**src/rtl/alarm_clock_pkg.sv**
```systemverilog
// Shared types and constants for the alarm clock serial time-entry path.
// BCD time layout, ASCII frame symbols, range limits and FSM encodings.
package alarm_clock_pkg;

  typedef struct packed {
    logic [7:0] hr;
    logic [7:0] min;
    logic [7:0] sec;
  } bcd_time_t;

  localparam logic [7:0] HDR_CLOCK  = 8'h54;
  localparam logic [7:0] HDR_ALARM  = 8'h41;
  localparam logic [7:0] ASCII_CR   = 8'h0D;
  localparam logic [7:0] ASCII_ZERO = 8'h30;
  localparam logic [7:0] ASCII_NINE = 8'h39;

  localparam logic [7:0] MAX_HR_BCD = 8'h23;
  localparam logic [7:0] MAX_MS_BCD = 8'h59;

  typedef enum logic [2:0] {
    RX_IDLE,
    RX_START,
    RX_DATA,
    RX_PARITY,
    RX_STOP
  } rx_state_t;

  typedef enum logic [1:0] {
    P_IDLE,
    P_DIGITS,
    P_WAIT_CR
  } parse_state_t;

  function automatic logic is_digit(input logic [7:0] b);
    return (b >= ASCII_ZERO) && (b <= ASCII_NINE);
  endfunction

endpackage

```
**src/rtl/uart_rx_byte.sv**
```systemverilog
// Oversampling UART byte receiver: rx synchronizer, tick divider, byte FSM.
// Define TIME_RX_PARITY_EN to expect an even-parity bit before the stop bit.
module uart_rx_byte
  import alarm_clock_pkg::*;
#(
  parameter int CLK_HZ     = 50_000_000,
  parameter int BAUD       = 9600,
  parameter int OVERSAMPLE = 16
) (
  input  logic       CLK,
  input  logic       reset,
  input  logic       rx,
  output logic [7:0] data,
  output logic       byte_valid,
  output logic       byte_err
);

  localparam int DIV  = CLK_HZ / (BAUD * OVERSAMPLE);
  localparam int DW   = (DIV > 1) ? $clog2(DIV) : 1;
  localparam int TW   = $clog2(OVERSAMPLE);
  localparam int HALF = OVERSAMPLE / 2;

  logic [1:0]    r_sync;
  logic          w_rx;
  logic [DW-1:0] r_div;
  logic          w_tick;
  rx_state_t     r_state;
  rx_state_t     w_state_n;
  logic [TW-1:0] r_tcnt;
  logic [2:0]    r_bit;
  logic [7:0]    r_shift;
  logic          r_valid;
  logic          r_err;
  logic          w_samp;
`ifdef TIME_RX_PARITY_EN
  logic          r_par_bad;
`endif

  assign w_rx       = r_sync[1];
  assign w_tick     = (r_div == DW'(DIV - 1));
  assign data       = r_shift;
  assign byte_valid = r_valid;
  assign byte_err   = r_err;

  // two-flop synchronizer, idles high
  always_ff @(posedge CLK) begin
    if (reset) r_sync <= 2'b11;
    else       r_sync <= {r_sync[0], rx};
  end

  // free-running oversample tick divider
  always_ff @(posedge CLK) begin
    if (reset || w_tick) r_div <= '0;
    else                 r_div <= r_div + 1'b1;
  end

  // byte FSM state register
  always_ff @(posedge CLK) begin
    if (reset) r_state <= RX_IDLE;
    else       r_state <= w_state_n;
  end

  // byte FSM next state
  always_comb begin
    w_state_n = r_state;
    case (r_state)
      RX_IDLE:  if (!w_rx) w_state_n = RX_START;
      RX_START: if (w_samp) w_state_n = w_rx ? RX_IDLE : RX_DATA;
      RX_DATA:
        if (w_samp && r_bit == 3'd7) begin
`ifdef TIME_RX_PARITY_EN
          w_state_n = RX_PARITY;
`else
          w_state_n = RX_STOP;
`endif
        end
`ifdef TIME_RX_PARITY_EN
      RX_PARITY: if (w_samp) w_state_n = RX_STOP;
`endif
      RX_STOP:  if (w_samp) w_state_n = RX_IDLE;
      default:  w_state_n = RX_IDLE;
    endcase
  end

  // sample point: half a bit into start, full bit elsewhere
  always_comb begin
    w_samp = 1'b0;
    case (r_state)
      RX_IDLE:  w_samp = 1'b0;
      RX_START: w_samp = w_tick && (r_tcnt == TW'(HALF - 1));
      default:  w_samp = w_tick && (r_tcnt == TW'(OVERSAMPLE - 1));
    endcase
  end

  // tick counting, shift register and result pulses
  always_ff @(posedge CLK) begin
    if (reset) begin
      r_tcnt    <= '0;
      r_bit     <= '0;
      r_shift   <= '0;
      r_valid   <= 1'b0;
      r_err     <= 1'b0;
`ifdef TIME_RX_PARITY_EN
      r_par_bad <= 1'b0;
`endif
    end else begin
      r_valid <= 1'b0;
      r_err   <= 1'b0;
      if (r_state == RX_IDLE || w_samp) r_tcnt <= '0;
      else if (w_tick)                  r_tcnt <= r_tcnt + 1'b1;
      if (w_samp) begin
        case (r_state)
          RX_START: begin
            r_bit     <= '0;
`ifdef TIME_RX_PARITY_EN
            r_par_bad <= 1'b0;
`endif
          end
          RX_DATA: begin
            r_shift <= {w_rx, r_shift[7:1]};
            r_bit   <= r_bit + 1'b1;
          end
`ifdef TIME_RX_PARITY_EN
          RX_PARITY: r_par_bad <= (w_rx != ^r_shift);
          RX_STOP: begin
            r_valid <= w_rx && !r_par_bad;
            r_err   <= !(w_rx && !r_par_bad);
          end
`else
          RX_STOP: begin
            r_valid <= w_rx;
            r_err   <= !w_rx;
          end
`endif
          default: ;
        endcase
      end
    end
  end

endmodule

```
**src/rtl/time_set_uart_rx.sv**
```systemverilog
// Serial time-entry receiver: parses "T/A HHMMSS CR", range-checks, loads.
// TIME_RX_PARITY_EN (in uart_rx_byte) adds an even-parity bit per byte.
module time_set_uart_rx
  import alarm_clock_pkg::*;
#(
  parameter int CLK_HZ     = 50_000_000,
  parameter int BAUD       = 9600,
  parameter int OVERSAMPLE = 16
) (
  input  logic        CLK,
  input  logic        reset,
  input  logic        rx,
  output logic [23:0] time_out,
  output logic        load_clock,
  output logic        load_alarm,
  output logic        frame_err,
  output logic        busy
);

  logic [7:0]   w_data;
  logic         w_bv;
  logic         w_be;
  parse_state_t r_state;
  parse_state_t w_state_n;
  logic [23:0]  r_digits;
  logic [2:0]   r_cnt;
  logic         r_tgt_alarm;
  bcd_time_t    r_time;
  logic         r_ld_clk;
  logic         r_ld_alm;
  logic         r_ferr;
  logic         w_is_hdr;
  logic         w_hdr;
  logic         w_dig;
  logic         w_acc;
  logic         w_err;
  bcd_time_t    w_cand;

  uart_rx_byte #(
    .CLK_HZ     (CLK_HZ),
    .BAUD       (BAUD),
    .OVERSAMPLE (OVERSAMPLE)
  ) u_rx (
    .CLK        (CLK),
    .reset      (reset),
    .rx         (rx),
    .data       (w_data),
    .byte_valid (w_bv),
    .byte_err   (w_be)
  );

  assign w_is_hdr   = (w_data == HDR_CLOCK) || (w_data == HDR_ALARM);
  assign w_cand     = bcd_time_t'(r_digits);
  assign time_out   = r_time;
  assign load_clock = r_ld_clk;
  assign load_alarm = r_ld_alm;
  assign frame_err  = r_ferr;
  assign busy       = (r_state != P_IDLE);

  // parser state register
  always_ff @(posedge CLK) begin
    if (reset) r_state <= P_IDLE;
    else       r_state <= w_state_n;
  end

  // parser next state and per-byte decisions
  always_comb begin
    w_state_n = r_state;
    w_hdr     = 1'b0;
    w_dig     = 1'b0;
    w_acc     = 1'b0;
    w_err     = 1'b0;
    if (w_be) begin
      w_err     = 1'b1;
      w_state_n = P_IDLE;
    end else if (w_bv) begin
      unique case (r_state)
        P_IDLE:
          if (w_is_hdr) begin
            w_hdr     = 1'b1;
            w_state_n = P_DIGITS;
          end
        P_DIGITS:
          if (is_digit(w_data)) begin
            w_dig = 1'b1;
            if (r_cnt == 3'd5) w_state_n = P_WAIT_CR;
          end else if (w_is_hdr) begin
            w_err = 1'b1;
            w_hdr = 1'b1;
          end else begin
            w_err     = 1'b1;
            w_state_n = P_IDLE;
          end
        P_WAIT_CR: begin
          w_state_n = P_IDLE;
          if (w_data == ASCII_CR &&
              w_cand.hr  <= MAX_HR_BCD &&
              w_cand.min <= MAX_MS_BCD &&
              w_cand.sec <= MAX_MS_BCD)
            w_acc = 1'b1;
          else
            w_err = 1'b1;
        end
        default: w_state_n = P_IDLE;
      endcase
    end
  end

  // digit capture, time register and strobes
  always_ff @(posedge CLK) begin
    if (reset) begin
      r_digits    <= '0;
      r_cnt       <= '0;
      r_tgt_alarm <= 1'b0;
      r_time      <= '0;
      r_ld_clk    <= 1'b0;
      r_ld_alm    <= 1'b0;
      r_ferr      <= 1'b0;
    end else begin
      r_ld_clk <= w_acc && !r_tgt_alarm;
      r_ld_alm <= w_acc && r_tgt_alarm;
      r_ferr   <= w_err;
      if (w_hdr) begin
        r_tgt_alarm <= (w_data == HDR_ALARM);
        r_cnt       <= '0;
      end
      if (w_dig) begin
        r_digits <= {r_digits[19:0], w_data[3:0]};
        r_cnt    <= r_cnt + 1'b1;
      end
      if (w_acc) r_time <= w_cand;
    end
  end

endmodule

```
**config.mk**
```make
export PLATFORM = sky130hd
export DESIGN_NAME = time_set_uart_rx
export DESIGN_NICKNAME = d
export VERILOG_FILES = /design/src/rtl/alarm_clock_pkg.sv /design/src/rtl/uart_rx_byte.sv /design/src/rtl/time_set_uart_rx.sv
export SDC_FILE = /design/constraint.sdc
export NUM_CORES = 1
export LEC_CHECK = 0
export ABC_CLOCK_PERIOD_IN_PS = 3500
export BUFFER_PORTS_ARGS = -buffer_cell sky130_fd_sc_hd__buf_2
export CAP_MARGIN = 10
export CORE_AREA = 10 10 102 104
export CTS_BUF_LIST = sky130_fd_sc_hd__clkbuf_16
export DETAILED_ROUTE_END_ITERATION = 8
export DIE_AREA = 0 0 112 114
export GPL_TIMING_DRIVEN = 0
export PLACE_DENSITY = 0.68
export SKIP_LAST_GASP = 1
export SLEW_MARGIN = 20
export SYNTH_ARGS = -nofsm -noshare
export SYNTH_HDL_FRONTEND = slang
export SYNTH_HIERARCHICAL = 1
export SYNTH_SLANG_ARGS = --single-unit
```
**constraint.sdc**
```tcl
create_clock -name CLK -period 3.5 [get_ports CLK]
set_input_delay 0 -clock CLK [delete_from_list [all_inputs] [get_ports CLK]]
set_output_delay 0 -clock CLK [all_outputs]
set_load 0.01 [all_outputs]
```
; Yosys cells after proc, flatten, opt, wreduce, memory -nomap -nowiden
; Index checks and enable logic that the tools add are counted.
[word_totals]
reg_bits = 88
latch_bits = 0
ram_bits = 0
rom_bits = 0
inputBits = 3
output_inout_bits = 28
wordCells = 108
memories = 0
[op_classes]
n_addsub = 4
multipliers = 0
div = 0
magnitude_cmp = 5
n_eq_ne = 20
shifts = 0
mux = 33
bitwise_logic = 2
reduce_logical = 26
[ops]
columns = operator, n
row1 = $mux W3, 6
row2 = $eq A8 B7 Y1 const B, 2
row3 = $le A8 B6 Y1 const B, 2
row4 = $le A8 B7 Y1 const B, 2
row5 = $mux W1, 16
row6 = $pmux W3 S4, 1
row7 = $mux W2, 5
row8 = $add A9 B1 Y9 const B, 1
row9 = $eq A3 B3 Y1 const B, 3
row10 = $eq A9 B9 Y1 const B, 1
row11 = $logic_and A1 B1 Y1, 9
row12 = $eq A8 B4 Y1 const B, 1
row13 = $ge A8 B6 Y1 const B, 1
row14 = $reduce_and A4 Y1, 2
row15 = $add A3 B1 Y3 const B, 2
row16 = $ne A2 B1 Y1 const B, 3
row17 = $ne A3 B3 Y1 const B, 2
row18 = $pmux W1 S2, 3
row19 = $pmux W3 S2, 1
row20 = $reduce_bool A2 Y1, 3
row21 = $add A4 B1 Y4 const B, 1
row22 = $eq A4 B3 Y1 const B, 1
row23 = $eq A4 B4 Y1 const B, 1
row24 = $ne A2 B2 Y1 const B, 2
row25 = 13 further kinds, 19

; Logic depth before layout (Yosys ltp)
; Gate-level depths: netlist of the first run.
[depth]
depth_word = 9
mapped_depth = 7
depth_no_buf = 7

; Hierarchy
; Netlist of the first run, hierarchy kept.
[by_module_without_submodules]
columns = mod, instances, cells_per_inst, area_per_inst_um2, seq_area_each_um2
row1 = time_set_uart_rx, 1, 257, 2292.2, 1141.1
row2 = uart_rx_byte, 1, 140, 1357.6, 620.6

; Worst setup path before layout of the first run
; No wires, ideal clock.
[synth_path]
path_type = reg-to-reg
from = register u_rx.r_div[2]
to = register u_rx.r_bit[0]
arrival_ns = 1.935
path_slack_ns = 1.444
stages_incl_launch_ff = 6
path_buffers = 1
period_less_slack_ns = 2.056
path_cell_list = dfxtp_1 or4b_4 or3_1 buf_6 o31a_1 mux2_4
[synth_between]
elab_chain_len = 4
[synth_rtl]
columns = item, line
row1 = from (decl), uart_rx_byte.sv:25  ; logic [DW-1:0] r_div;
row2 = from (signal assigned), uart_rx_byte.sv:54  ; else r_div <= r_div + 1'b1;
row3 = $eq A9 B9 Y1 *, uart_rx_byte.sv:40  ; assign w_tick = (r_div == DW'(DIV - 1));
row4 = "$logic_and A1 B1 Y1, on equally long branches", "uart_rx_byte.sv:91, uart_rx_byte.sv:90"
row5 = $pmux W1 S2 *, uart_rx_byte.sv:88  ; case (r_state)
row6 = $reduce_and A2 Y1 (no source line) *, -
row7 = to (signal assigned), uart_rx_byte.sv:121  ; r_bit <= r_bit + 1'b1;
row8 = to (decl), uart_rx_byte.sv:30  ; logic [2:0] r_bit;
; Every way passes the cells marked *; elsewhere a longest branch is shown, timed or not.
; A chain may end at the register's enable or synchronous reset.

; Worst setup path in the final report of the first run
; Same ends and word-level chain as after synthesis.

==> results of run 1 <==
worst reg2reg max path: cells and delay by family (launching register included):
| family | cells | cell delay (ns) |
|---|---|---|
| compound gates | 1 | 0.30 |
| buf+inv | 1 | 0.15 |
| flops | 1 | 0.45 |
| mux | 1 | 0.26 |
| simple gates | 2 | 0.91 |
per-layer routing:
layer / vias up / part of all wire (%)
met2: 49 / 47
met4: 0 / 0.69
met1: 1303 / 47
li1: 1455 / -
met3: 7 / 5.3
met5: - / 0
Yosys cell counts (3+ instances only):
master,count,share of area [%]
and2_1,6,1.0
or2_2,3,0.51
nand3b_1,3,0.62
o21ai_0,4,0.55
nand2_1,59,6.1
nand4b_1,3,0.72
a21oi_1,31,4.3
dfxtp_1,88,48
nor2b_1,3,0.51
nor3b_1,4,0.82
inv_1,8,0.82
o21ai_1,4,0.55
nand4_1,4,0.69
nor3_1,6,0.82
xnor2_1,6,1.4
nor2_1,49,5.0
ha_1,10,3.4
clkbuf_1,11,1.1
xor2_1,5,1.2
mux2i_1,29,8.0
and3_1,3,0.51
nand3_1,11,1.5
nor4b_1,3,0.72
buf_2,3,0.41
cells by family (layout without fill, tap and decap cells):
kind of cell             count (synthesis)  in the layout  synth area share [%]
flip-flops                              88             88                  48.3
XOR/XNOR                                11             11                  2.64
AO/OA/AOI/OAI                           55             55                  9.02
adder cells (fa/ha/maj)                 10             10                  3.43
multiplexers                            30             30                  8.36
AND/OR/NAND/NOR                        176            176                  24.8
buffers and inverters                   27             74                  3.53
flip-flops by register name, summed over array words and instances (netlist names), 2 cells and up:
| register | flops |
|---|---|
| r_state | 2 |
| u_rx/r_sync | 2 |
| u_rx/r_tcnt | 4 |
| u_rx/r_state | 3 |
| time_out | 24 |
| u_rx/r_bit | 3 |
| r_cnt | 3 |
| r_digits | 24 |
| u_rx/r_div | 9 |
| u_rx/data | 8 |
power by group through the flow:
stage	clock (mW)	combinational [mW]	sequential, mW
after floorplan	0	0.0373	1.03
after global placement	0	0.0486	1.03
after detailed placement	0	0.0501	1.03
after CTS	1.01	0.0510	1.01
after global routing	1.04	0.0582	1.01
final	0.984	0.0506	1.01
repair_timing:
| item | in CTS | in global routing |
|---|---|---|
| hold buffers | 1 | 0 |
| resized for setup | 0 | 0 |
| hold endpoints to repair | 1 | 0 |
| endpoints found under the setup margin | 0 | 0 |
worst paths after layout:
check                                       to  slack [ns]           start  depth (start not counted)
worst max-delay path             u_rx/r_bit[0]        1.32   u_rx/r_div[2]                          5
worst min-delay path               r_tgt_alarm        0.02           reset                          3
worst max register to register   u_rx/r_bit[0]        1.32   u_rx/r_div[2]                          5
worst min register to register  u_rx/r_sync[1]        0.42  u_rx/r_sync[0]                          1
area by class of cell:
type                       instances  area [um^2]  share of cell area, %
clock inverter                     7         87.6                   2.06
tap                              108          135                   3.17
buffer                            19         98.8                   2.32
timing repair buffer              31          160                   3.76
sequential                        88         1760                   41.4
multi-input combinational        282         1760                   41.3
clock buffer                       9          225                   5.29
inverter                           8         30.0                  0.705
metrics by stage:
step	cells	worst slack, ns	hold slack, ns	power (mW)
global route	552	1.20	0.0545	2.11
CTS	552	1.31	0.0165	2.07
detailed placement	535	1.32	0.189	1.08
finish	552	1.32	0.0171	2.05
global placement	535	1.35	0.184	1.08
floorplan	397	1.44	0.104	1.07
==> report_table.html, run 1 <==
<table>
<tr><th>Metric</th><th>Value</th></tr>
<tr><th colspan="2">Setup path</th></tr>
<tr><td>Critical path data arrival time</td><td>roughly 2.4 ns</td></tr>
<tr><td>Category of the worst setup path launch point</td><td>flip-flop</td></tr>
<tr><td>Gate family responsible for the most delay along the worst path</td><td>simple AND/OR/NAND/NOR gates</td></tr>
<tr><td>Sequence of cells on the critical path</td><td>or4b_4 &gt; or3_1 &gt; buf_6 &gt; o31a_1 &gt; mux2_4</td></tr>
<tr><td>Slowest stage cell, crit path</td><td>or4b_4</td></tr>
<tr><td>CP bufs+invs</td><td>1</td></tr>
<tr><td>Crit end category</td><td>flip-flop</td></tr>
<tr><td>CP max FO</td><td>9</td></tr>
<tr><td>Critical path class</td><td>flip-flop to flip-flop</td></tr>
<tr><td>Delay of the slowest cell on the worst path</td><td>about 0.53 ns</td></tr>
<tr><td>Req. time, crit path</td><td>approximately 3.7 ns</td></tr>
<tr><th colspan="2">Detailed routing</th></tr>
<tr><td>Number of DRC markers in iteration 0</td><td>124</td></tr>
<tr><td>Via/cell ratio</td><td>5.10</td></tr>
<tr><td>Vias</td><td>2814</td></tr>
<tr><td>DR pass1 iterations</td><td>4</td></tr>
<tr><td>Average routed wire per standard cell</td><td>12.9 um</td></tr>
<tr><td>Wire length reported by the detailed router</td><td>~7100 um</td></tr>
<tr><td>Detail Route Antenna Nets</td><td>0</td></tr>
<tr><td># DRC</td><td>0</td></tr>
<tr><th colspan="2">Pwr</th></tr>
<tr><td>Share of power burned in registers</td><td>49.4%</td></tr>
<tr><td>Power density relative to cell area</td><td>just under 500 nW/um^2</td></tr>
<tr><td>Relative contribution of the clock network to total power</td><td>roughly 48%</td></tr>
<tr><td>IR Drop Worst-Case VDD</td><td>between 0.3 and 0.4 mV</td></tr>
<tr><td>Internal power</td><td>approximately 1.6 mW</td></tr>
<tr><td>Switching portion of total power</td><td>about a fifth</td></tr>
<tr><td>Switching power</td><td>between 0.4 and 0.5 mW</td></tr>
<tr><td>Relative contribution of combinational cells to total power</td><td>about 2.5%</td></tr>
<tr><td>Leakage component of the power</td><td>about 1.8 nW</td></tr>
<tr><th colspan="2">Final layout</th></tr>
<tr><td>Nets</td><td>452</td></tr>
<tr><td>Final Core Density</td><td>roughly half</td></tr>
<tr><td>Most common cell after layout, fill and taps aside</td><td>dfxtp_1</td></tr>
<tr><td>Proportion of layout cells with a drive suffix above 1</td><td>between 10 and 15%</td></tr>
<tr><td>Antenna cell count</td><td>0</td></tr>
<tr><td>FILL cells</td><td>~800</td></tr>
<tr><td>Commonest cells after routing, fill and taps aside</td><td>dfxtp_1, nand2_1, nor2_1, buf_2, a21oi_1</td></tr>
<tr><td>Post-synthesis to final-layout area growth</td><td>16.7%</td></tr>
<tr><td>Post-Layout Inst Area</td><td>4260 um^2</td></tr>
<tr><th colspan="2">Synth</th></tr>
<tr><td>Combined area of all synthesized cells</td><td>between 3000 and 4000 um^2</td></tr>
<tr><td>Flip-flop and latch count after synthesis</td><td>88</td></tr>
<tr><td>Post-synth net total</td><td>slightly above 400</td></tr>
<tr><td>Synthesis warning total</td><td>6</td></tr>
<tr><td>Sequential area share after synthesis</td><td>between 40% and 50%</td></tr>
<tr><td>Proportion of register bits with asynchronous set or reset after synthesis</td><td>0%</td></tr>
<tr><td>Primary FF master, synth</td><td>dfxtp_1</td></tr>
<tr><td>Count of flip-flops with a built-in enable after synthesis</td><td>0</td></tr>
<tr><td>Number of different library cells in the post-synthesis netlist</td><td>between 50 and 60</td></tr>
<tr><td>Post-synthesis cell count</td><td>~400</td></tr>
<tr><td>Avg Cell Area, Syn</td><td>approximately 9.2 um^2</td></tr>
<tr><th colspan="2">Floorplanning</th></tr>
<tr><td>Total I/O pin count</td><td>31</td></tr>
<tr><td># rows</td><td>34</td></tr>
<tr><td>Core footprint</td><td>8470 um^2</td></tr>
<tr><td>Die X</td><td>around 110 um</td></tr>
<tr><td>Die Span Y</td><td>114 um</td></tr>
<tr><td>Initial Utilization</td><td>43.1%</td></tr>
<tr><td>Area of the die</td><td>12800 um^2</td></tr>
<tr><th colspan="2">STA</th></tr>
<tr><td>Setup total negative slack</td><td>0 ns</td></tr>
<tr><td>Worst slew pin tran</td><td>roughly 0.67 ns</td></tr>
<tr><td>Post-layout minimum cycle time</td><td>approximately 2.2 ns</td></tr>
<tr><td>Worst slew margin relative to its limit</td><td>a little under three fifths</td></tr>
<tr><td>F_max</td><td>approximately 0.46 GHz</td></tr>
<tr><td>Final Slew Violations</td><td>0</td></tr>
<tr><td>RSZ-0062 raised after global routing</td><td>false</td></tr>
<tr><td>Final count of hold timing violations</td><td>0</td></tr>
<tr><td>Final setup violating endpoints</td><td>0</td></tr>
<tr><td>Clock skew</td><td>about 0.0055 ns</td></tr>
<tr><td>Post-route fraction of the period consumed by the critical path</td><td>between 60% and 70%</td></tr>
<tr><th colspan="2">Global routing</th></tr>
<tr><td>Global-route track usage on met2</td><td>between 10% and 20%</td></tr>
<tr><td>First-pass GRT wire length</td><td>12400 um</td></tr>
<tr><td>Global-route congestion overflow total</td><td>0</td></tr>
<tr><td>Largest net degree at the start of global routing</td><td>15</td></tr>
<tr><td>Most crowded layer after global routing</td><td>met2</td></tr>
<tr><td>Via count of the first global-routing pass</td><td>between 2000 and 3000</td></tr>
<tr><td>Overall Global Routing Usage</td><td>about 11%</td></tr>
<tr><td>Number of antenna violations at the first check in global routing</td><td>0</td></tr>
<tr><td>Met1 routing resource usage after global routing</td><td>about an eighth</td></tr>
<tr><td>Global-route track usage on met3</td><td>under 10%</td></tr>
<tr><th colspan="2">Clock network</th></tr>
<tr><td>Clock slew at the register clock pins of the worst setup and hold paths</td><td>around 0.060 ns</td></tr>
<tr><td>Root Driver</td><td>clkbuf_16</td></tr>
<tr><td>Depth of the CTS H-tree</td><td>3</td></tr>
<tr><td>CTS tree</td><td>built</td></tr>
<tr><td>Total clock sinks</td><td>88</td></tr>
<tr><td>Cts bufs inserted</td><td>9</td></tr>
<tr><td>Clock Latency Late Sink</td><td>0.33 ns</td></tr>
<tr><td>Postcts setup bufs</td><td>0</td></tr>
<tr><td>Maximum buffer depth of the clock tree</td><td>2</td></tr>
<tr><th colspan="2">Place</th></tr>
<tr><td>Final HPWL from detailed placement</td><td>5190 um</td></tr>
<tr><td>Port Buf Inserts</td><td>30</td></tr>
<tr><td>Cell Area, Placed</td><td>roughly 3900 um^2</td></tr>
<tr><td>RD Place Congestion</td><td>approximately 0.78</td></tr>
<tr><th colspan="2">Hold path</th></tr>
<tr><td>Worst min path class</td><td>primary input to flip-flop</td></tr>
<tr><th colspan="2">Run status</th></tr>
<tr><td>Run status</td><td>finished, final reports clean</td></tr>
<tr><th colspan="2">Flow run</th></tr>
<tr><td>Max-Cap Viols</td><td>0</td></tr>
</table>
Note: power is estimated with default switching activity, not from simulation.
==> inputs of run 2 (changes only) <==
--- a/config.mk
+++ b/config.mk
@@ -5,7 +5,7 @@
 export SDC_FILE = /design/constraint.sdc
 export NUM_CORES = 1
 export LEC_CHECK = 0
-export ABC_CLOCK_PERIOD_IN_PS = 3500
+export ABC_CLOCK_PERIOD_IN_PS = 2000
 export BUFFER_PORTS_ARGS = -buffer_cell sky130_fd_sc_hd__buf_2
 export CAP_MARGIN = 10
 export CORE_AREA = 10 10 102 104
@@ -13,7 +13,7 @@
 export DETAILED_ROUTE_END_ITERATION = 8
 export DIE_AREA = 0 0 112 114
 export GPL_TIMING_DRIVEN = 0
-export PLACE_DENSITY = 0.68
+export PLACE_DENSITY = 0.71
 export SKIP_LAST_GASP = 1
 export SLEW_MARGIN = 20
 export SYNTH_ARGS = -nofsm -noshare
==> constraint.sdc (replaced) <==
create_clock -name CLK -period 2 [get_ports CLK]
set_input_delay 0 -clock CLK [delete_from_list [all_inputs] [get_ports CLK]]
set_output_delay 0 -clock CLK [all_outputs]
set_load 0.01 [all_outputs]
==> run 2 against run 1 <==
Hold slack improved by 0.39 ns. Clock power increased by 67%. Utilization rose by 1.4 points. Power up 71%. Routed wire length rose by 7.9%. Final area up 2.8%. Final cell count grew 1.3%. Critical path type unchanged. Critical endpoint is now time_out[19]. Largest power group unchanged.
==> report_table.html, run 2 (synthesized netlist as in run 1, its figures left out) <==
<table>
<tr><th>Metric</th><th>Value</th></tr>
<tr><th colspan="2">Clock network</th></tr>
<tr><td>Maximum buffer depth of the clock tree</td><td>2</td></tr>
<tr><td>Clock Latency Late Sink</td><td>around 0.34 ns</td></tr>
<tr><td>Clock slew at the register clock pins of the worst setup and hold paths</td><td>0.07 ns</td></tr>
<tr><td>Root Driver</td><td>clkbuf_16</td></tr>
<tr><td>Total clock sinks</td><td>about 90</td></tr>
<tr><td>Depth of the CTS H-tree</td><td>3</td></tr>
<tr><td>CTS tree</td><td>built</td></tr>
<tr><td>Cts bufs inserted</td><td>9</td></tr>
<tr><th colspan="2">Setup path</th></tr>
<tr><td>Category of the worst setup path launch point</td><td>flip-flop</td></tr>
<tr><td>Worst reg2reg path endpoint</td><td>time_out[19]</td></tr>
<tr><td>Delay of the slowest cell on the worst path</td><td>between 0.5 and 0.6 ns</td></tr>
<tr><td>CP bufs+invs</td><td>2</td></tr>
<tr><td>Slowest stage cell, crit path</td><td>or4b_4</td></tr>
<tr><td>CP max FO</td><td>6</td></tr>
<tr><td>Sequence of cells on the critical path</td><td>or4b_4 &gt; nor4_4 &gt; nand4b_1 &gt; buf_6 &gt; buf_6 &gt; mux2i_2 &gt; nor2_1</td></tr>
<tr><td>Critical path class</td><td>flip-flop to flip-flop</td></tr>
<tr><td>Path depth of the worst reg2reg path</td><td>7</td></tr>
<tr><td>R2r startpoint</td><td>u_rx/data[4]</td></tr>
<tr><td>Slack of the worst reg-to-reg path</td><td>0.001 ns</td></tr>
<tr><td>Crit end category</td><td>flip-flop</td></tr>
<tr><td>Cell repeated most along the worst path</td><td>buf_6</td></tr>
<tr><td>Gate family responsible for the most delay along the worst path</td><td>simple AND/OR/NAND/NOR gates</td></tr>
<tr><td>Req. time, crit path</td><td>approximately 2.2 ns</td></tr>
<tr><td>Critical path data arrival time</td><td>about 2.2 ns</td></tr>
<tr><th colspan="2">Place</th></tr>
<tr><td>Final HPWL from detailed placement</td><td>5450 um</td></tr>
<tr><td>Post-Place Worst Slack</td><td>-0.167 ns</td></tr>
<tr><td>Cell Area, Placed</td><td>3940 um^2</td></tr>
<tr><td>RD Place Congestion</td><td>about 0.84</td></tr>
<tr><td>Port Buf Inserts</td><td>30</td></tr>
<tr><th colspan="2">Floorplanning</th></tr>
<tr><td>Initial Utilization</td><td>about 43%</td></tr>
<tr><td>Die Span Y</td><td>~110 um</td></tr>
<tr><td>Core footprint</td><td>approximately 8500 um^2</td></tr>
<tr><td>Area of the die</td><td>between 10000 and 15000 um^2</td></tr>
<tr><td>Total I/O pin count</td><td>31</td></tr>
<tr><td>Die X</td><td>112 um</td></tr>
<tr><td># rows</td><td>34</td></tr>
<tr><th colspan="2">Final layout</th></tr>
<tr><td>Nets</td><td>around 460</td></tr>
<tr><td>Post-Layout Inst Area</td><td>4380 um^2</td></tr>
<tr><td>Post-synthesis to final-layout area growth</td><td>20.0%</td></tr>
<tr><td>Final Core Density</td><td>between 50% and 60%</td></tr>
<tr><td>FF/Latch Area</td><td>between 1500 and 2000 um^2</td></tr>
<tr><td>Most common cell after layout, fill and taps aside</td><td>dfxtp_1</td></tr>
<tr><td>Commonest cells after routing, fill and taps aside</td><td>dfxtp_1, nand2_1, nor2_1, buf_2, a21oi_1</td></tr>
<tr><td>Area taken by multi-input logic gates</td><td>about 1800 um^2</td></tr>
<tr><td>Antenna cell count</td><td>0</td></tr>
<tr><td>Proportion of layout cells with a drive suffix above 1</td><td>between 10% and 20%</td></tr>
<tr><td>FILL cells</td><td>just under 800</td></tr>
<tr><th colspan="2">Detailed routing</th></tr>
<tr><td>Detail Route Antenna Nets</td><td>0</td></tr>
<tr><td>Number of DRC markers in iteration 0</td><td>~140</td></tr>
<tr><td>DR pass1 iterations</td><td>4</td></tr>
<tr><td>Wire length reported by the detailed router</td><td>approximately 7700 um</td></tr>
<tr><td>Via/cell ratio</td><td>5.24</td></tr>
<tr><td>Vias</td><td>roughly 2900</td></tr>
<tr><td>Average routed wire per standard cell</td><td>about 14 um</td></tr>
<tr><td># DRC</td><td>0</td></tr>
<tr><th colspan="2">Pwr</th></tr>
<tr><td>Relative contribution of combinational cells to total power</td><td>2.7%</td></tr>
<tr><td>Leakage component of the power</td><td>between 1.5 and 2 nW</td></tr>
<tr><td>Relative contribution of the clock network to total power</td><td>between 40% and 50%</td></tr>
<tr><td>IR Drop Worst-Case VDD</td><td>about 0.51 mV</td></tr>
<tr><td>Power density relative to cell area</td><td>around 800 nW/um^2</td></tr>
<tr><td>Final total power</td><td>approximately 3.5 mW</td></tr>
<tr><td>Share of power burned in registers</td><td>roughly half</td></tr>
<tr><td>Switching portion of total power</td><td>about a quarter</td></tr>
<tr><td>Switching power</td><td>about 0.83 mW</td></tr>
<tr><td>Internal power</td><td>about 2.7 mW</td></tr>
<tr><th colspan="2">STA</th></tr>
<tr><td>Final hold slack</td><td>0.404 ns</td></tr>
<tr><td>F_max</td><td>around 0.50 GHz</td></tr>
<tr><td>Worst slew pin tran</td><td>just over 0.6 ns</td></tr>
<tr><td>Post-layout minimum cycle time</td><td>around 2 ns</td></tr>
<tr><td>Clock skew</td><td>between 0.01 and 0.015 ns</td></tr>
<tr><td>Final count of hold timing violations</td><td>0</td></tr>
<tr><td>RSZ-0062 raised after global routing</td><td>true</td></tr>
<tr><td>Worst slew margin relative to its limit</td><td>~59%</td></tr>
<tr><td>Final Slew Violations</td><td>0</td></tr>
<tr><td>Post-route fraction of the period consumed by the critical path</td><td>roughly 100%</td></tr>
<tr><td>Setup slack of the critical path after layout</td><td>about 0.0013 ns</td></tr>
<tr><td>Final setup violating endpoints</td><td>0</td></tr>
<tr><th colspan="2">Hold path</th></tr>
<tr><td>Count of cells along the worst hold path</td><td>3</td></tr>
<tr><td>Worst Hold Path EP</td><td>u_rx/r_sync[0]</td></tr>
<tr><td>Worst min path class</td><td>primary input to flip-flop</td></tr>
<tr><td>Hold path startpoint</td><td>rx</td></tr>
<tr><th colspan="2">Global routing</th></tr>
<tr><td>Via count of the first global-routing pass</td><td>2886</td></tr>
<tr><td>Number of antenna violations at the first check in global routing</td><td>0</td></tr>
<tr><td>First-pass GRT wire length</td><td>between 10000 and 15000 um</td></tr>
<tr><td>Largest net degree at the start of global routing</td><td>19</td></tr>
<tr><td>Global-route congestion overflow total</td><td>0</td></tr>
<tr><td>Overall Global Routing Usage</td><td>around 12%</td></tr>
<tr><th colspan="2">Flow run</th></tr>
<tr><td>Max-Cap Viols</td><td>0</td></tr>
<tr><th colspan="2">Run status</th></tr>
<tr><td>Run status</td><td>finished, final reports clean</td></tr>
</table>
run 2: power groups by stage:
stage          Sequential [mW]  Combinational [mW]  Clock (mW)
6_report                  1.77              0.0933        1.64
5_1_grt                   1.77               0.106        1.76
4_1_cts                   1.77              0.0931        1.67
3_5_place_dp              1.81              0.0879           0
3_3_place_gp              1.81              0.0858           0
2_1_floorplan             1.81              0.0652           0
run 2: through the flow:
stage	cells	setup TNS, ns
final	559	0
after global routing	559	-1.08
after CTS	558	-0.0636
after detailed placement	535	-1.22
after global placement	535	-0.947
after floorplan	397	0
run 2: how the worst max path moves through the flow:
| stage | startpoint | endpoint | slack, ns | cells after the start |
|---|---|---|---|---|
| after CTS | u_rx/r_div[4] | u_rx/r_bit[0] | -0.03 | 5 |
| after global placement | u_rx/r_tcnt[3] | u_rx/data[1] | -0.12 | 5 |
| final | u_rx/data[4] | time_out[19] | 0.001 | 7 |
| after global routing | u_rx/data[4] | time_out[17] | -0.07 | 7 |
| after floorplan | u_rx/r_div[4] | u_rx/r_bit[0] | 0.03 | 5 |
| after detailed placement | u_rx/r_tcnt[3] | u_rx/data[3] | -0.17 | 5 |
run 2: routing by layer:
| layer | up-vias | routed length (um) | GRT usage, % |
|---|---|---|---|
| met1 | 1395 | 3550 | 14.3 |
| met3 | 9 | 334 | 3.83 |
| li1 | 1475 | - | - |
| met5 | - | 0 | 0 |
| met4 | 0 | 116 | 4.99 |
| met2 | 49 | 3680 | 20.5 |
run 2: repair_timing:
item / 4_1_cts / 5_1_grt
endpoints found under the setup margin: 14 / 59
gates cloned: 0 / 2
endpoints found under the hold margin: 2 / 0
pin swaps: 5 / 10
buffers inserted: 5 / 1
hold buffers: 2 / 0
resized for setup: 6 / 21
run 2: cell type report:
| class | instances | area share [%] |
|---|---|---|
| timing repair buffer | 40 | 5.63 |
| clock buffer | 9 | 5.14 |
| sequential | 88 | 40.6 |
| inverter | 8 | 0.686 |
| buffer | 17 | 2.17 |
| tap | 108 | 3.09 |
| multi-input combinational | 282 | 41.0 |
| clock inverter | 7 | 1.66 |
run 2: tightest hold or removal path, stage by stage:
cell	delay (ns)
dlygate4sd3_1	0.53
buf_2	0.10
or2_2	0.08
==> inputs of run 3 (changes only) <==
--- a/config.mk
+++ b/config.mk
@@ -6,14 +6,13 @@
 export NUM_CORES = 1
 export LEC_CHECK = 0
 export ABC_CLOCK_PERIOD_IN_PS = 2000
-export BUFFER_PORTS_ARGS = -buffer_cell sky130_fd_sc_hd__buf_2
-export CAP_MARGIN = 10
 export CORE_AREA = 10 10 102 104
 export CTS_BUF_LIST = sky130_fd_sc_hd__clkbuf_16
 export DETAILED_ROUTE_END_ITERATION = 8
 export DIE_AREA = 0 0 112 114
+export DONT_BUFFER_PORTS = 1
 export GPL_TIMING_DRIVEN = 0
-export PLACE_DENSITY = 0.71
+export PLACE_DENSITY = 0.67
 export SKIP_LAST_GASP = 1
 export SLEW_MARGIN = 20
 export SYNTH_ARGS = -nofsm -noshare
==> run 3 against run 2 <==
Final cell count fell by 5.2%. Register-to-register slack barely moved. Clock skew down 0.0057 ns. Largest power group is now the clock network.
==> report_table.html, run 3 (synthesized netlist as in run 1, its figures left out) <==
<table>
<tr><th>Metric</th><th>Value</th></tr>
<tr><th colspan="2">Place</th></tr>
<tr><td>RD Place Congestion</td><td>0.793</td></tr>
<tr><td>Final HPWL from detailed placement</td><td>~5100 um</td></tr>
<tr><td>Port Buf Inserts</td><td>0</td></tr>
<tr><td>Post-Place Worst Slack</td><td>-0.141 ns</td></tr>
<tr><td>Placed Instances</td><td>approximately 500</td></tr>
<tr><td>Cell Area, Placed</td><td>3790 um^2</td></tr>
<tr><th colspan="2">Setup path</th></tr>
<tr><td>Number of cells on the critical path</td><td>5</td></tr>
<tr><td>Delay of the slowest cell on the worst path</td><td>~0.53 ns</td></tr>
<tr><td>Category of the worst setup path launch point</td><td>flip-flop</td></tr>
<tr><td>CP bufs+invs</td><td>1</td></tr>
<tr><td>Crit end category</td><td>flip-flop</td></tr>
<tr><td>Worst reg2reg path endpoint</td><td>u_rx/r_bit[0]</td></tr>
<tr><td>Sequence of cells on the critical path</td><td>or4b_4 &gt; or3_1 &gt; buf_6 &gt; o31a_1 &gt; mux2_4</td></tr>
<tr><td>Slack of the worst reg-to-reg path</td><td>between 0.006 and 0.007 ns</td></tr>
<tr><td>Critical path data arrival time</td><td>roughly 2.2 ns</td></tr>
<tr><td>Slowest stage cell, crit path</td><td>or4b_4</td></tr>
<tr><td>Gate family responsible for the most delay along the worst path</td><td>simple AND/OR/NAND/NOR gates</td></tr>
<tr><td>Path depth of the worst reg2reg path</td><td>5</td></tr>
<tr><td>R2r startpoint</td><td>u_rx/r_div[5]</td></tr>
<tr><td>CP max FO</td><td>5</td></tr>
<tr><td>Req. time, crit path</td><td>about 2.2 ns</td></tr>
<tr><td>Critical path class</td><td>flip-flop to flip-flop</td></tr>
<tr><th colspan="2">Final layout</th></tr>
<tr><td>Antenna cell count</td><td>0</td></tr>
<tr><td>Post-synthesis to final-layout area growth</td><td>17.1%</td></tr>
<tr><td>Proportion of layout cells with a drive suffix above 1</td><td>13.0%</td></tr>
<tr><td>Commonest cells after routing, fill and taps aside</td><td>dfxtp_1, nand2_1, nor2_1, a21oi_1, mux2i_1</td></tr>
<tr><td>Final Core Density</td><td>50.5%</td></tr>
<tr><td>Most common cell after layout, fill and taps aside</td><td>dfxtp_1</td></tr>
<tr><td>Post-Layout Inst Area</td><td>between 4000 and 5000 um^2</td></tr>
<tr><td>Final Non-Filler Cells</td><td>530</td></tr>
<tr><td>Nets</td><td>430</td></tr>
<tr><th colspan="2">STA</th></tr>
<tr><td>Worst slew pin tran</td><td>~0.52 ns</td></tr>
<tr><td>Final Slew Violations</td><td>0</td></tr>
<tr><td>Final setup violating endpoints</td><td>0</td></tr>
<tr><td>Worst slew margin relative to its limit</td><td>64.8%</td></tr>
<tr><td>RSZ-0062 raised after global routing</td><td>true</td></tr>
<tr><td>Post-layout minimum cycle time</td><td>1.99 ns</td></tr>
<tr><td>Post-route fraction of the period consumed by the critical path</td><td>99.7%</td></tr>
<tr><td>F_max</td><td>roughly 0.50 GHz</td></tr>
<tr><td>Clock skew</td><td>0.00591 ns</td></tr>
<tr><td>Setup slack of the critical path after layout</td><td>0.00620 ns</td></tr>
<tr><td>Setup total negative slack</td><td>0 ns</td></tr>
<tr><td>Final count of hold timing violations</td><td>0</td></tr>
<tr><th colspan="2">Floorplanning</th></tr>
<tr><td>Die Span Y</td><td>~110 um</td></tr>
<tr><td>Die X</td><td>~110 um</td></tr>
<tr><td>Core footprint</td><td>~8500 um^2</td></tr>
<tr><td>Area of the die</td><td>~13000 um^2</td></tr>
<tr><td>Initial Utilization</td><td>a little over two fifths</td></tr>
<tr><td># rows</td><td>34</td></tr>
<tr><td>Total I/O pin count</td><td>31</td></tr>
<tr><th colspan="2">Pwr</th></tr>
<tr><td>Share of power burned in registers</td><td>48.3%</td></tr>
<tr><td>Internal power</td><td>approximately 2.9 mW</td></tr>
<tr><td>Switching portion of total power</td><td>20.8%</td></tr>
<tr><td>IR Drop Worst-Case VDD</td><td>around 0.53 mV</td></tr>
<tr><td>Leakage component of the power</td><td>~1.7 nW</td></tr>
<tr><td>Power density relative to cell area</td><td>approximately 860 nW/um^2</td></tr>
<tr><td>Relative contribution of combinational cells to total power</td><td>between 2 and 3%</td></tr>
<tr><td>Switching power</td><td>about 0.76 mW</td></tr>
<tr><td>Relative contribution of the clock network to total power</td><td>between 40% and 50%</td></tr>
<tr><th colspan="2">Clock network</th></tr>
<tr><td>Cts bufs inserted</td><td>9</td></tr>
<tr><td>Total clock sinks</td><td>88</td></tr>
<tr><td>CTS tree</td><td>built</td></tr>
<tr><td>Depth of the CTS H-tree</td><td>3</td></tr>
<tr><td>Root Driver</td><td>clkbuf_16</td></tr>
<tr><td>Maximum buffer depth of the clock tree</td><td>2</td></tr>
<tr><td>Clock slew at the register clock pins of the worst setup and hold paths</td><td>about 0.06 ns</td></tr>
<tr><td>Clock Latency Late Sink</td><td>roughly 0.34 ns</td></tr>
<tr><th colspan="2">Flow run</th></tr>
<tr><td>Max-Cap Viols</td><td>0</td></tr>
<tr><th colspan="2">Global routing</th></tr>
<tr><td>Overall Global Routing Usage</td><td>between 10% and 20%</td></tr>
<tr><td>Global-route congestion overflow total</td><td>0</td></tr>
<tr><td>Largest net degree at the start of global routing</td><td>17</td></tr>
<tr><td>Via count of the first global-routing pass</td><td>2763</td></tr>
<tr><td>First-pass GRT wire length</td><td>~13000 um</td></tr>
<tr><td>Number of antenna violations at the first check in global routing</td><td>0</td></tr>
<tr><th colspan="2">Detailed routing</th></tr>
<tr><td>Number of DRC markers in iteration 0</td><td>146</td></tr>
<tr><td>Wire length reported by the detailed router</td><td>between 7000 and 8000 um</td></tr>
<tr><td>Via/cell ratio</td><td>between 5 and 6</td></tr>
<tr><td>Average routed wire per standard cell</td><td>13.8 um</td></tr>
<tr><td># DRC</td><td>0</td></tr>
<tr><td>DR pass1 iterations</td><td>4</td></tr>
<tr><td>Detail Route Antenna Nets</td><td>0</td></tr>
<tr><td>Vias</td><td>approximately 2800</td></tr>
<tr><th colspan="2">Hold path</th></tr>
<tr><td>Worst Hold Path EP</td><td>r_state[0]</td></tr>
<tr><td>Worst min path class</td><td>primary input to flip-flop</td></tr>
<tr><td>Count of cells along the worst hold path</td><td>2</td></tr>
<tr><td>Hold path startpoint</td><td>reset</td></tr>
<tr><th colspan="2">Run status</th></tr>
<tr><td>Run status</td><td>finished, final reports clean</td></tr>
</table>
run 3: cell count changes in the layout (fill, tap and decap cells not counted), moves of 2 or more:
cell,before,now
dfxtp_2,7,5
inv_8,2,0
buf_4,6,4
buf_2,32,2
dfxtp_1,79,82
bufinv_16,0,2
run 3: how the worst max path moves through the flow:
stage / from / to / slack (ns)
after floorplan: u_rx/r_div[4] / u_rx/r_bit[0] / 0.03
after global placement: u_rx/r_tcnt[3] / u_rx/data[0] / -0.12
after detailed placement: u_rx/r_tcnt[3] / u_rx/data[4] / -0.14
after CTS: u_rx/data[1] / time_out[5] / -0.02
after global routing: u_rx/r_div[5] / u_rx/r_bit[0] / -0.03
final: u_rx/r_div[5] / u_rx/r_bit[0] / 0.006
run 3: layer usage:
metal	vias to the layer above	GRT usage [%]	part of all wire, %
li1	1419	-	-
met1	1312	13.2	45
met2	42	20.1	48
met3	12	4.36	5.1
met4	0	4.65	1.3
met5	-	0	0
run 3: cell type report:
type / instances / area [um^2]
Clock buffer: 9 / 225
Clock inverter: 7 / 100
Inverter: 8 / 30.0
Buffer: 18 / 120
Fill cell: 797 / 4190
Multi-Input combinational cell: 282 / 1790
Timing Repair Buffer: 10 / 103
Sequential cell: 88 / 1770
Tap cell: 108 / 135
run 3: timing repair:
action | in CTS | in global routing
endpoints found under the hold margin | 5 | 0
endpoints found under the setup margin | 22 | 52
hold buffers | 3 | 0
gates cloned | 0 | 1
pin swaps | 2 | 1
gates resized for setup | 2 | 25
buffers inserted | 2 | 4
run 3: power by group through the flow:
stage | combinational, mW | clock (mW) | sequential, mW
after floorplan | 0.0652 | 0 | 1.81
after detailed placement | 0.0832 | 0 | 1.81
after global placement | 0.0812 | 0 | 1.81
final | 0.0908 | 1.80 | 1.77
after global routing | 0.104 | 1.91 | 1.77
after CTS | 0.0909 | 1.84 | 1.77
run 3: stage by stage:
stage / total power [mW] / hold slack (ns)
6_report: 3.66 / 0.215
5_1_grt: 3.79 / 0.254
4_1_cts: 3.70 / 0.223
3_5_place_dp: 1.89 / 0.106
3_3_place_gp: 1.89 / 0.105
2_1_floorplan: 1.87 / 0.104
